--- config.mk ---
export PLATFORM = sky130hd
export DESIGN_NAME = matrix_result_streamer
export DESIGN_NICKNAME = d
export VERILOG_FILES = /design/src/rtl/matrix_result_streamer.sv
export SDC_FILE = /design/constraint.sdc
export NUM_CORES = 1
export LEC_CHECK = 0
export CORE_ASPECT_RATIO = 1.5
export CORE_UTILIZATION = 55
export DETAILED_ROUTE_END_ITERATION = 16
export PLACE_DENSITY = 0.85
export SYNTH_ARGS = -nofsm -noshare
export SYNTH_HDL_FRONTEND = slang
export SYNTH_SLANG_ARGS = --single-unit
--- constraint.sdc ---
create_clock -name clk -period 4.5 [get_ports clk]
set_input_delay 0.675 -clock clk [delete_from_list [all_inputs] [get_ports clk]]
set_output_delay 0.675 -clock clk [all_outputs]
set_load 0.1 [all_outputs]
--- src/rtl/matrix_result_streamer.sv ---
// matrix_result_streamer
//   Captures a packed result matrix in one cycle and streams it out one
//   element per valid/ready transfer. Order is row-major and each element
//   carries its row/column index and a last flag.
//
// Ports:
//   clk        rising-edge clock
//   rst        asynchronous active-low reset
//   res_in     packed matrix, MSB-first row-major (element (0,0) in top bits)
//   load       capture res_in and start streaming (honoured only when idle)
//   busy       high while a matrix is held or streaming (STREAM and DONE)
//   out_data   current element
//   out_valid  out_data/out_row/out_col/out_last are valid
//   out_ready  sink accepts the current element this cycle
//   out_row    row index of out_data
//   out_col    column index of out_data
//   out_last   high with the final element (rRow-1, rCol-1)
//   done       one-cycle pulse after the final transfer
module matrix_result_streamer #(
  parameter int rRow       = 4,
  parameter int rCol       = 2,
  parameter int elemWidth  = 8,
  parameter int matrixRLen = 64,
  parameter int idxWidth   = 4
) (
  input  logic                  clk,
  input  logic                  rst,
  input  logic [matrixRLen-1:0] res_in,
  input  logic                  load,
  output logic                  busy,
  output logic [elemWidth-1:0]  out_data,
  output logic                  out_valid,
  input  logic                  out_ready,
  output logic [idxWidth-1:0]   out_row,
  output logic [idxWidth-1:0]   out_col,
  output logic                  out_last,
  output logic                  done
);

  localparam int unsigned NELEM = rRow * rCol;
  localparam int unsigned NCOL  = rCol;
  localparam int unsigned EW    = elemWidth;
  localparam logic [idxWidth-1:0] LAST_ROW = idxWidth'(rRow - 1);
  localparam logic [idxWidth-1:0] LAST_COL = idxWidth'(rCol - 1);

  typedef enum logic [1:0] {
    IDLE,
    STREAM,
    DONE
  } state_t;

  state_t                  state_q;
  logic [matrixRLen-1:0]   shadow_q;
  logic [idxWidth-1:0]     row_q, col_q;
  logic [idxWidth-1:0]     row_d, col_d;
  logic [elemWidth-1:0]    data_q, data_d;
  logic                    valid_q, busy_q, done_q;
  logic                    xfer;
  logic                    at_last;

  // Element (r,c) sits (NELEM-1-(r*rCol+c)) element slots above bit 0.
  function automatic logic [elemWidth-1:0] elem_at(
    input logic [matrixRLen-1:0] m,
    input logic [idxWidth-1:0]   r,
    input logic [idxWidth-1:0]   c
  );
    int unsigned lin;
    lin = 32'(r) * NCOL + 32'(c);
    return elemWidth'(m >> ((NELEM - 1 - lin) * EW));
  endfunction

  assign xfer    = valid_q && out_ready;
  assign at_last = valid_q && (row_q == LAST_ROW) && (col_q == LAST_COL);

  // Next index and the element it selects are precomputed so out_data can
  // stay a plain register that only changes on a transfer.
  always_comb begin
    row_d  = row_q;
    col_d  = col_q;
    data_d = '0;
    if (col_q == LAST_COL) begin
      col_d = '0;
      row_d = row_q + 1'b1;
    end else begin
      col_d = col_q + 1'b1;
    end
    if (!at_last) begin
      data_d = elem_at(shadow_q, row_d, col_d);
    end
  end

  always_ff @(posedge clk or negedge rst) begin
    if (!rst) begin
      state_q  <= IDLE;
      shadow_q <= '0;
      row_q    <= '0;
      col_q    <= '0;
      data_q   <= '0;
      valid_q  <= 1'b0;
      busy_q   <= 1'b0;
      done_q   <= 1'b0;
    end else begin
      case (state_q)
        IDLE: begin
          done_q <= 1'b0;
          if (load) begin
            shadow_q <= res_in;
            row_q    <= '0;
            col_q    <= '0;
            data_q   <= elem_at(res_in, '0, '0);
            valid_q  <= 1'b1;
            busy_q   <= 1'b1;
            state_q  <= STREAM;
          end
        end
        STREAM: begin
          if (xfer) begin
            if (at_last) begin
              valid_q <= 1'b0;
              done_q  <= 1'b1;
              data_q  <= '0;
              row_q   <= '0;
              col_q   <= '0;
              state_q <= DONE;
            end else begin
              row_q  <= row_d;
              col_q  <= col_d;
              data_q <= data_d;
            end
          end
        end
        DONE: begin
          done_q  <= 1'b0;
          busy_q  <= 1'b0;
          state_q <= IDLE;
        end
        default: begin
          state_q <= IDLE;
        end
      endcase
    end
  end

  assign busy      = busy_q;
  assign out_data  = data_q;
  assign out_valid = valid_q;
  assign out_row   = row_q;
  assign out_col   = col_q;
  assign out_last  = at_last;
  assign done      = done_q;

endmodule

==> load_flow_metrics.sql, run 1 <==
INSERT INTO impl_metrics (metric_group, metric, value, unit) VALUES
('grt', 'first_global_vias', '3041', ''),
('setup_path', 'path_max_fanout', '9', ''),
('drt', 'via_count', '2978', ''),
('sta', 'finalSetupViolCount', '0', ''),
('place', 'detailed_place.area', '0.005092', 'sq mm'),
('setup_path', 'cp.arrival', '3.56', 'ns'),
('logic_synthesis', 'part_of_the_yosys_area_used_for_sequential_elements', '0.5142', ''),
('setup_path', 'crit_path_end_kind', 'flop', ''),
('place', 'io_buffer_count', '87', ''),
('clock_network', 'cts_made_buffers', '9', ''),
('clock_network', 'cts.root.buffer_cell', 'sky130_fd_sc_hd__clkbuf_8', ''),
('clock_network', 'post-cts-setup-buffers', '0', ''),
('die', 'io_pins', '88', ''),
('clock_network', 'cts_hold_buffers', '0', ''),
('drt', 'detailedRoute.firstIterationViolations', '181', ''),
('sta', 'headroom_to_the_max_slew_limit', '0.3070', ''),
('drt', 'route.detailed.wl_per_inst', '17.31', 'microns'),
('sta', 'layout_min_cycle_time', '3.325', 'ns'),
('die', 'core_area', '0.007274', 'sq mm'),
('die', 'die_h', '108.2', 'microns'),
('grt', 'grt_antenna_before_repair', '0', ''),
('finish', 'antenna_cells_inserted', '0', ''),
('grt', 'grt.overflow.total', '0', ''),
('logic_synthesis', 'yosysWarnings', '0', ''),
('place', 'post-dp-hpwl', '6412', 'microns'),
('logic_synthesis', 'synth_cell_type_count', '34', ''),
('power_and_ir_drop', 'powerDensity', '755.5', 'mW/mm^2'),
('clock_network', 'postCtsResizedCells', '0', ''),
('drt', 'drtPass1Iterations', '5', ''),
('sta', 'final.period_utilization', '0.7388', ''),
('clock_network', 'insertion_delay', '0.35', 'ns'),
('drt', 'vias_per_cell', '5.738', ''),
('clock_network', 'tritoncts_num_sinks', '85', ''),
('logic_synthesis', 'synth_seq_cells', '85', ''),
('clock_network', 'cts.reportedPaths.clkPinSlew', '0.08', 'ns'),
('die', 'placement_rows', '38', ''),
('grt', 'grt_first_pass_wirelength', '14630', 'microns'),
('sta', 'fin_worst_skew', '0.009858', 'ns'),
('sta', 'achievable-frequency', '300.8', 'MHz'),
('sta', 'maxSlewViolCount', '0', ''),
('die', 'fp.dieW', '72.81', 'microns'),
('finish', 'layout_common_cells', 'sky130_fd_sc_hd__clkdlybuf4s50_1 (85), sky130_fd_sc_hd__dfrtp_1 (84), sky130_fd_sc_hd__mux2_2 (80)', ''),
('sta', 'worst_pin_slew', '1.040', 'ns'),
('grt', 'pin_count_of_the_biggest_net_entering_global_routing', '86', ''),
('grt', 'grt_usage', '0.2503', ''),
('sta', 'report.final.hold_viol_count', '0', ''),
('logic_synthesis', 'synth_cells', '326', ''),
('drt', 'drt-total-wl', '8985', 'microns'),
('sta', 'rsz_0062_raised_after_global_routing', 'false', ''),
('logic_synthesis', 'synth_area', '0.004136', 'sq mm'),
('run_status', 'status', 'finished clean', ''),
('clock_network', 'cts_tree', 'done', ''),
('clock_network', 'ctsHtreeMaxLevel', '3', ''),
('die', 'die_area', '0.007879', 'sq mm'),
('power_and_ir_drop', 'ir_drop', '0.4258', 'mV'),
('power_and_ir_drop', 'p_leak', '0.002272', 'uW'),
('job', 'cap_violations', '0', ''),
('finish', 'layout.cell_area.non_filler', '0.005264', 'sq mm'),
('drt', 'detail-route-antenna-nets', '0', ''),
('finish', 'layout_commonest_cell', 'sky130_fd_sc_hd__clkdlybuf4s50_1', ''),
('logic_synthesis', 'mean_post_synth_cell_area', '12.69', 'sq um'),
('setup_path', 'worstPathRequired', '4.73', 'ns'),
('logic_synthesis', 'synth_nets', '403', ''),
('place', 'place_congestion', '0.8681', ''),
('die', 'effective_utilization_at_floorplan', '0.5686', ''),
('place', 'place_worst_setup_slack', '1.360', 'ns'),
('finish', 'nNetsFinal', '491', ''),
('setup_path', 'worstSetupPathType', 'flop to flop', ''),
('sta', 'setup_tns', '0', 'ns'),
('sta', 'finalWorstSetupSlack', '1.175', 'ns'),
('clock_network', 'cts_buffer_depth', '2', ''),
('setup_path', 'critical_path.startpoint_type', 'flop', ''),
('finish', 'post_route_cells_drive_above_1_share', '0.2506', ''),
('drt', 'route.detailed.drc', '0', ''),
('min_path', 'class_of_the_most_critical_hold_timing_path', 'primary input to asynchronous set/reset pin', ''),
('finish', 'area_delta_synth_final', '27.25', '%');
## where the power goes
group | internal [uW] | switching [uW] | total [uW]
Combinational | 958 | 1270 | 2220
Sequential | 1090 | 181 | 1270
Clock | 231 | 253 | 484
Total | 2280 | 1700 | 3980
## registers in the layout (all words and copies together) (netlist names)
signal and cells:
shadow_q 64, busy 1, out_row 4, out_col 4, state_q 2, out_data 8
out_valid 1, done 1
## critical path, cell delays in order (launching register included)
cell                       delay (ns)
sky130_fd_sc_hd__dfrtp_1         0.47
sky130_fd_sc_hd__nor4b_4         0.58
sky130_fd_sc_hd__xnor2_1         0.13
sky130_fd_sc_hd__ha_1            0.37
sky130_fd_sc_hd__inv_1           0.10
sky130_fd_sc_hd__fa_1            0.56
sky130_fd_sc_hd__nor2_1          0.52
sky130_fd_sc_hd__a221oi_1        0.24
sky130_fd_sc_hd__o21ai_0         0.15
sky130_fd_sc_hd__o21ai_1         0.09
## cell families after synthesis
group / count (synthesis) / synth area share
buffers and inverters: 25 / 0.02722
AND/OR/NAND/NOR: 46 / 0.06201
adder cells (fa/ha/maj): 9 / 0.02904
flip-flops: 85 / 0.5142
AO/OA/AOI/OAI: 56 / 0.08772
XOR/XNOR: 7 / 0.01845
multiplexers: 98 / 0.2613
## layer usage
layer / GRT usage / wire (microns)
met5: 0 / 0
met4: 0.1134 / 209
met3: 0.05685 / 337
met2: 0.4172 / 4784
met1: 0.3074 / 3654
## cells in the mapped netlist (all sizes together)
library cell	count	area, sq um
nor2	11	41.29
nand2	13	48.80
mux2	80	900.9
clkbuf	2	7.510
a31oi	1	6.260
o21ai	23	115.1
a22oi	9	67.56
xnor3	1	23.77
nor4b	1	23.77
nor3	3	15.01
nor2b	1	6.260
nand2b	7	43.79
nand4	1	21.27
ha	8	100.1
and3	3	18.77
o32ai	1	16.27
a221oi	8	70.07
mux2i	18	180.2
a21oi	4	23.77
fa	1	20.02
or2b	1	7.510
dfrtp	85	2127
nand3	3	15.01
xor2	2	17.52
a21o	1	7.510
xnor2	4	35.03
o22ai	9	56.30
buf	12	63.80
nor3b	2	15.01
inv	11	41.29
## final timing paths
check | from | to | slack (ns) | cells after the start
max in group asynchronous | rst | out_col[0]$_DFFE_PN0P_ | 3.31 | 1
worst min-delay path | rst | shadow_q[8]$_DFFE_PN0P_ | 0.50 | 1
worst min register to register | shadow_q[27]$_DFFE_PN0P_ | shadow_q[27]$_DFFE_PN0P_ | 0.51 | 1
min in group clk | shadow_q[27]$_DFFE_PN0P_ | shadow_q[27]$_DFFE_PN0P_ | 0.51 | 1
worst max-delay path | out_col[1]$_DFFE_PN0P_ | out_data[1]$_DFFE_PN0P_ | 1.18 | 9
worst max register to register | out_col[1]$_DFFE_PN0P_ | out_data[1]$_DFFE_PN0P_ | 1.18 | 9
## through the flow
step	power, uW	hold WS [ns]	util	cells
after floorplan	2926	0.3794	-	326
after global placement	3392	0.4843	0.7000	503
after detailed placement	3473	0.4916	0.7000	503
after CTS	3974	0.5092	0.7236	519
after global routing	4223	0.5187	0.7236	519
final	3977	0.5008	0.7236	519
## cell type report
class | instances | area [sq um]
Fill cell | 518 | 2011
Clock buffer | 15 | 166.4
Clock inverter | 1 | 5.005
Multi-Input combinational cell | 216 | 1902
Timing Repair Buffer | 91 | 895.9
Sequential cell | 85 | 2128
Inverter | 11 | 41.29
Tap cell | 100 | 125.1
No activity file was read; power rests on OpenSTA's default activity.
==> run 2, diff against run 1 <==
--- a/config.mk
+++ b/config.mk
@@ -6,9 +6,9 @@
 export NUM_CORES = 1
 export LEC_CHECK = 0
 export CORE_ASPECT_RATIO = 1.5
-export CORE_UTILIZATION = 55
+export CORE_UTILIZATION = 46
 export DETAILED_ROUTE_END_ITERATION = 16
-export PLACE_DENSITY = 0.85
+export PLACE_DENSITY = 0.76
 export SYNTH_ARGS = -nofsm -noshare
 export SYNTH_HDL_FRONTEND = slang
 export SYNTH_SLANG_ARGS = --single-unit
==> constraint.sdc (replaced) <==
create_clock -name clk -period 2.75 [get_ports clk]
set_input_delay 0.4125 -clock clk [delete_from_list [all_inputs] [get_ports clk]]
set_output_delay 0.4125 -clock clk [all_outputs]
set_load 0.1 [all_outputs]
==> run 2 against run 1 <==
Effect of this change:
- the flow now finishes with violations (setup timing)
- non-clock buffer count increased by 9
- clock skew decreased by 0.0016 ns
- sequential power increased by 65%
- critical path type unchanged
- highest routed layer unchanged
==> load_flow_metrics.sql, run 2 (synthesis gave the netlist of run 1 again) <==
INSERT INTO impl_metrics (metric_group, metric, value, unit) VALUES
('grt', 'grt_first_pass_wirelength', '15550', 'microns'),
('min_path', 'class_of_the_most_critical_hold_timing_path', 'primary input to asynchronous set/reset pin', ''),
('sta', 'layout_min_cycle_time', '2.812', 'ns'),
('sta', 'worst_pin_slew', '0.7316', 'ns'),
('setup_path', 'worstPathRequired', '2.96', 'ns'),
('die', 'die_h', '118.1', 'microns'),
('power_and_ir_drop', 'sum_of_internal_switching_and_leakage_power', '7532', 'uW'),
('clock_network', 'cts_tree', 'done', ''),
('grt', 'use_met2', '0.3707', ''),
('setup_path', 'critical_path.startpoint_type', 'flop', ''),
('setup_path', 'critical_path.max_stage_delay', '0.50', 'ns'),
('clock_network', 'tritoncts_num_sinks', '85', ''),
('sta', 'finalWorstSetupSlack', '-0.06207', 'ns'),
('clock_network', 'cts.reportedPaths.clkPinSlew', '0.06', 'ns'),
('grt', 'pin_count_of_the_biggest_net_entering_global_routing', '49', ''),
('finish', 'post_route_cells_drive_above_1_share', '0.3645', ''),
('grt', 'grt.overflow.total', '0', ''),
('place', 'io_buffer_count', '87', ''),
('power_and_ir_drop', 'powerDensity', '1346', 'mW/mm^2'),
('finish', 'largest_register_ff_count', '64', ''),
('drt', 'via_count', '2907', ''),
('setup_path', 'crit_path_cells', 'nor4b_4 -> mux2i_1 -> ha_1 -> inv_1 -> fa_2 -> nor2_2 -> a221oi_1 -> o21ai_1 -> o21ai_1', ''),
('clock_network', 'cts.root.buffer_cell', 'sky130_fd_sc_hd__clkbuf_16', ''),
('setup_path', 'worst-r2r-setup-slack', '-0.06', 'ns'),
('drt', 'drt-total-wl', '9461', 'microns'),
('setup_path', 'crit_slowest_cell', 'sky130_fd_sc_hd__fa_2', ''),
('finish', 'layout_commonest_cell', 'sky130_fd_sc_hd__mux2_2', ''),
('finish', 'antenna_cells_inserted', '0', ''),
('drt', 'route.detailed.wl_per_inst', '17.59', 'microns'),
('setup_path', 'cp.arrival', '3.02', 'ns'),
('die', 'fp.dieW', '79.43', 'microns'),
('clock_network', 'cts_hold_buffers', '0', ''),
('finish', 'area_delta_synth_final', '35.27', '%'),
('sta', 'final.period_utilization', '1.023', ''),
('setup_path', 'crit_path_end_kind', 'flop', ''),
('setup_path', 'reg2reg_to', 'out_data[3]$_DFFE_PN0P_', ''),
('run_status', 'status', 'finished with violations', ''),
('setup_path', 'reg2reg_depth', '9', ''),
('die', 'effective_utilization_at_floorplan', '0.4713', ''),
('finish', 'fillers', '658', ''),
('drt', 'detail-route-antenna-nets', '0', ''),
('die', 'die_area', '0.009383', 'sq mm'),
('drt', 'route.detailed.drc', '0', ''),
('drt', 'vias_per_cell', '5.403', ''),
('place', 'post-dp-hpwl', '6954', 'microns'),
('sta', 'report.final.hold_viol_count', '0', ''),
('setup_path', 'timing.rr.start', 'out_col[2]$_DFFE_PN0P_', ''),
('sta', 'setup_tns', '-0.2690', 'ns'),
('drt', 'drtPass1Iterations', '4', ''),
('sta', 'achievable-frequency', '355.6', 'MHz'),
('run_status', 'failed_checks', 'setup timing', ''),
('finish', 'nNetsFinal', '500', ''),
('grt', 'first_global_vias', '3069', ''),
('setup_path', 'crit_top_cell', 'sky130_fd_sc_hd__o21ai_1', ''),
('clock_network', 'insertion_delay', '0.34', 'ns'),
('setup_path', 'worstSetupPathType', 'flop to flop', ''),
('place', 'place_congestion', '0.8307', ''),
('sta', 'fin_worst_skew', '0.008259', 'ns'),
('drt', 'detailedRoute.firstIterationViolations', '139', ''),
('grt', 'globalRouteMet3Util', '0.03552', ''),
('die', 'core_area', '0.008776', 'sq mm'),
('grt', 'grt_usage', '0.2180', ''),
('finish', 'final_core_utilization', '0.6376', ''),
('die', 'placement_rows', '42', ''),
('job', 'cap_violations', '0', ''),
('die', 'io_pins', '88', ''),
('sta', 'finalSetupViolCount', '7', ''),
('finish', 'regMostFlops', 'shadow_q', ''),
('sta', 'headroom_to_the_max_slew_limit', '0.5100', ''),
('setup_path', 'path_max_fanout', '8', ''),
('sta', 'rsz_0062_raised_after_global_routing', 'true', ''),
('grt', 'grt_antenna_before_repair', '0', ''),
('grt', 'gr-usage-met1', '0.2772', ''),
('power_and_ir_drop', 'p_leak', '0.002457', 'uW'),
('power_and_ir_drop', 'ir_drop', '0.7996', 'mV'),
('grt', 'grt-busiest-layer', 'met2', ''),
('sta', 'maxSlewViolCount', '0', ''),
('finish', 'layout_common_cells', 'sky130_fd_sc_hd__mux2_2 (80), sky130_fd_sc_hd__dfrtp_1 (79), sky130_fd_sc_hd__clkdlybuf4s50_1 (66)', ''),
('clock_network', 'cts_buffer_depth', '2', ''),
('clock_network', 'ctsHtreeMaxLevel', '3', ''),
('clock_network', 'cts_made_buffers', '9', '');
[run 2: cell count changes in the layout (fill, tap and decap cells not counted), sizes merged]
cell	before	now
clkbuf	15	12
clkinv	1	2
clkdlybuf4s50	85	66
bufinv	0	2
buf	6	34
[run 2: power by group]
group | internal [uW] | leakage (uW) | switching (uW) | total (uW)
Combinational | 1850 | 0.00124 | 2280 | 4130
Clock | 842 | 0.000163 | 473 | 1320
Sequential | 1790 | 0.00105 | 300 | 2090
Total | 4480 | 0.00246 | 3050 | 7530
[run 2: how the worst max path moves through the flow]
stage	cells past startpoint	endpoint	slack [ns]	startpoint
5_1_grt	9	out_data[2]$_DFFE_PN0P_	-0.18	out_col[2]$_DFFE_PN0P_
6_report	9	out_data[3]$_DFFE_PN0P_	-0.06	out_col[2]$_DFFE_PN0P_
2_1_floorplan	11	out_data[6]$_DFFE_PN0P_	-0.20	out_col[2]$_DFFE_PN0P_
4_1_cts	10	out_data[2]$_DFFE_PN0P_	0.006	out_col[2]$_DFFE_PN0P_
3_3_place_gp	10	out_data[3]$_DFFE_PN0P_	-0.05	out_col[2]$_DFFE_PN0P_
3_5_place_dp	10	out_data[3]$_DFFE_PN0P_	-0.13	out_col[2]$_DFFE_PN0P_
[run 2: critical path: cells and delay by family (launching register included)]
kind,cells,cell delay (ns)
adder cells (fa/ha/maj),2,0.77
multiplexers,1,0.27
AND/OR/NAND/NOR,2,0.72
AO/OA/AOI/OAI,3,0.36
flip-flops,1,0.48
buffers and inverters,1,0.08
[run 2: area by class of cell]
class,count,area (sq um),share of cell area
Sequential cell,85,2140,0.3824
Multi-Input combinational cell,216,1984,0.3547
Timing Repair Buffer,100,965.9,0.1726
Clock buffer,12,256.5,0.04584
Tap cell,110,137.6,0.02460
Clock inverter,4,70.07,0.01252
Inverter,11,41.29,0.007379
[run 2: stage by stage]
step / hold slack [ns] / setup slack, ns / instances / area (sq um)
after floorplan: 0.1169 / -0.2037 / 326 / 4190
after global placement: 0.4065 / -0.05336 / 521 / 5196
after detailed placement: 0.4227 / -0.1322 / 521 / 5196
after CTS: 0.06935 / 0.006192 / 538 / 5567
after global routing: 0.08490 / -0.1820 / 538 / 5595
final: 0.05218 / -0.06207 / 538 / 5595
[run 2: timing repair]
action,in CTS,in global routing
pin swaps,5,5
resized for setup,7,5
endpoints found under the setup margin,8,8
buffers inserted,1,0
[run 2: layer usage]
| layer | share of wire | vias up |
|---|---|---|
| li1 | - | 1377 |
| met1 | 0.41 | 1456 |
| met2 | 0.54 | 67 |
| met3 | 0.038 | 7 |
| met4 | 0.012 | 0 |
| met5 | 0 | - |
==> run 3, diff against run 2 <==
--- a/config.mk
+++ b/config.mk
@@ -5,6 +5,7 @@
 export SDC_FILE = /design/constraint.sdc
 export NUM_CORES = 1
 export LEC_CHECK = 0
+export CAP_MARGIN = 20
 export CORE_ASPECT_RATIO = 1.5
 export CORE_UTILIZATION = 46
 export DETAILED_ROUTE_END_ITERATION = 16
==> results of run 3 <==
The final DEF is identical to that of run 2; final timing and power are the same.
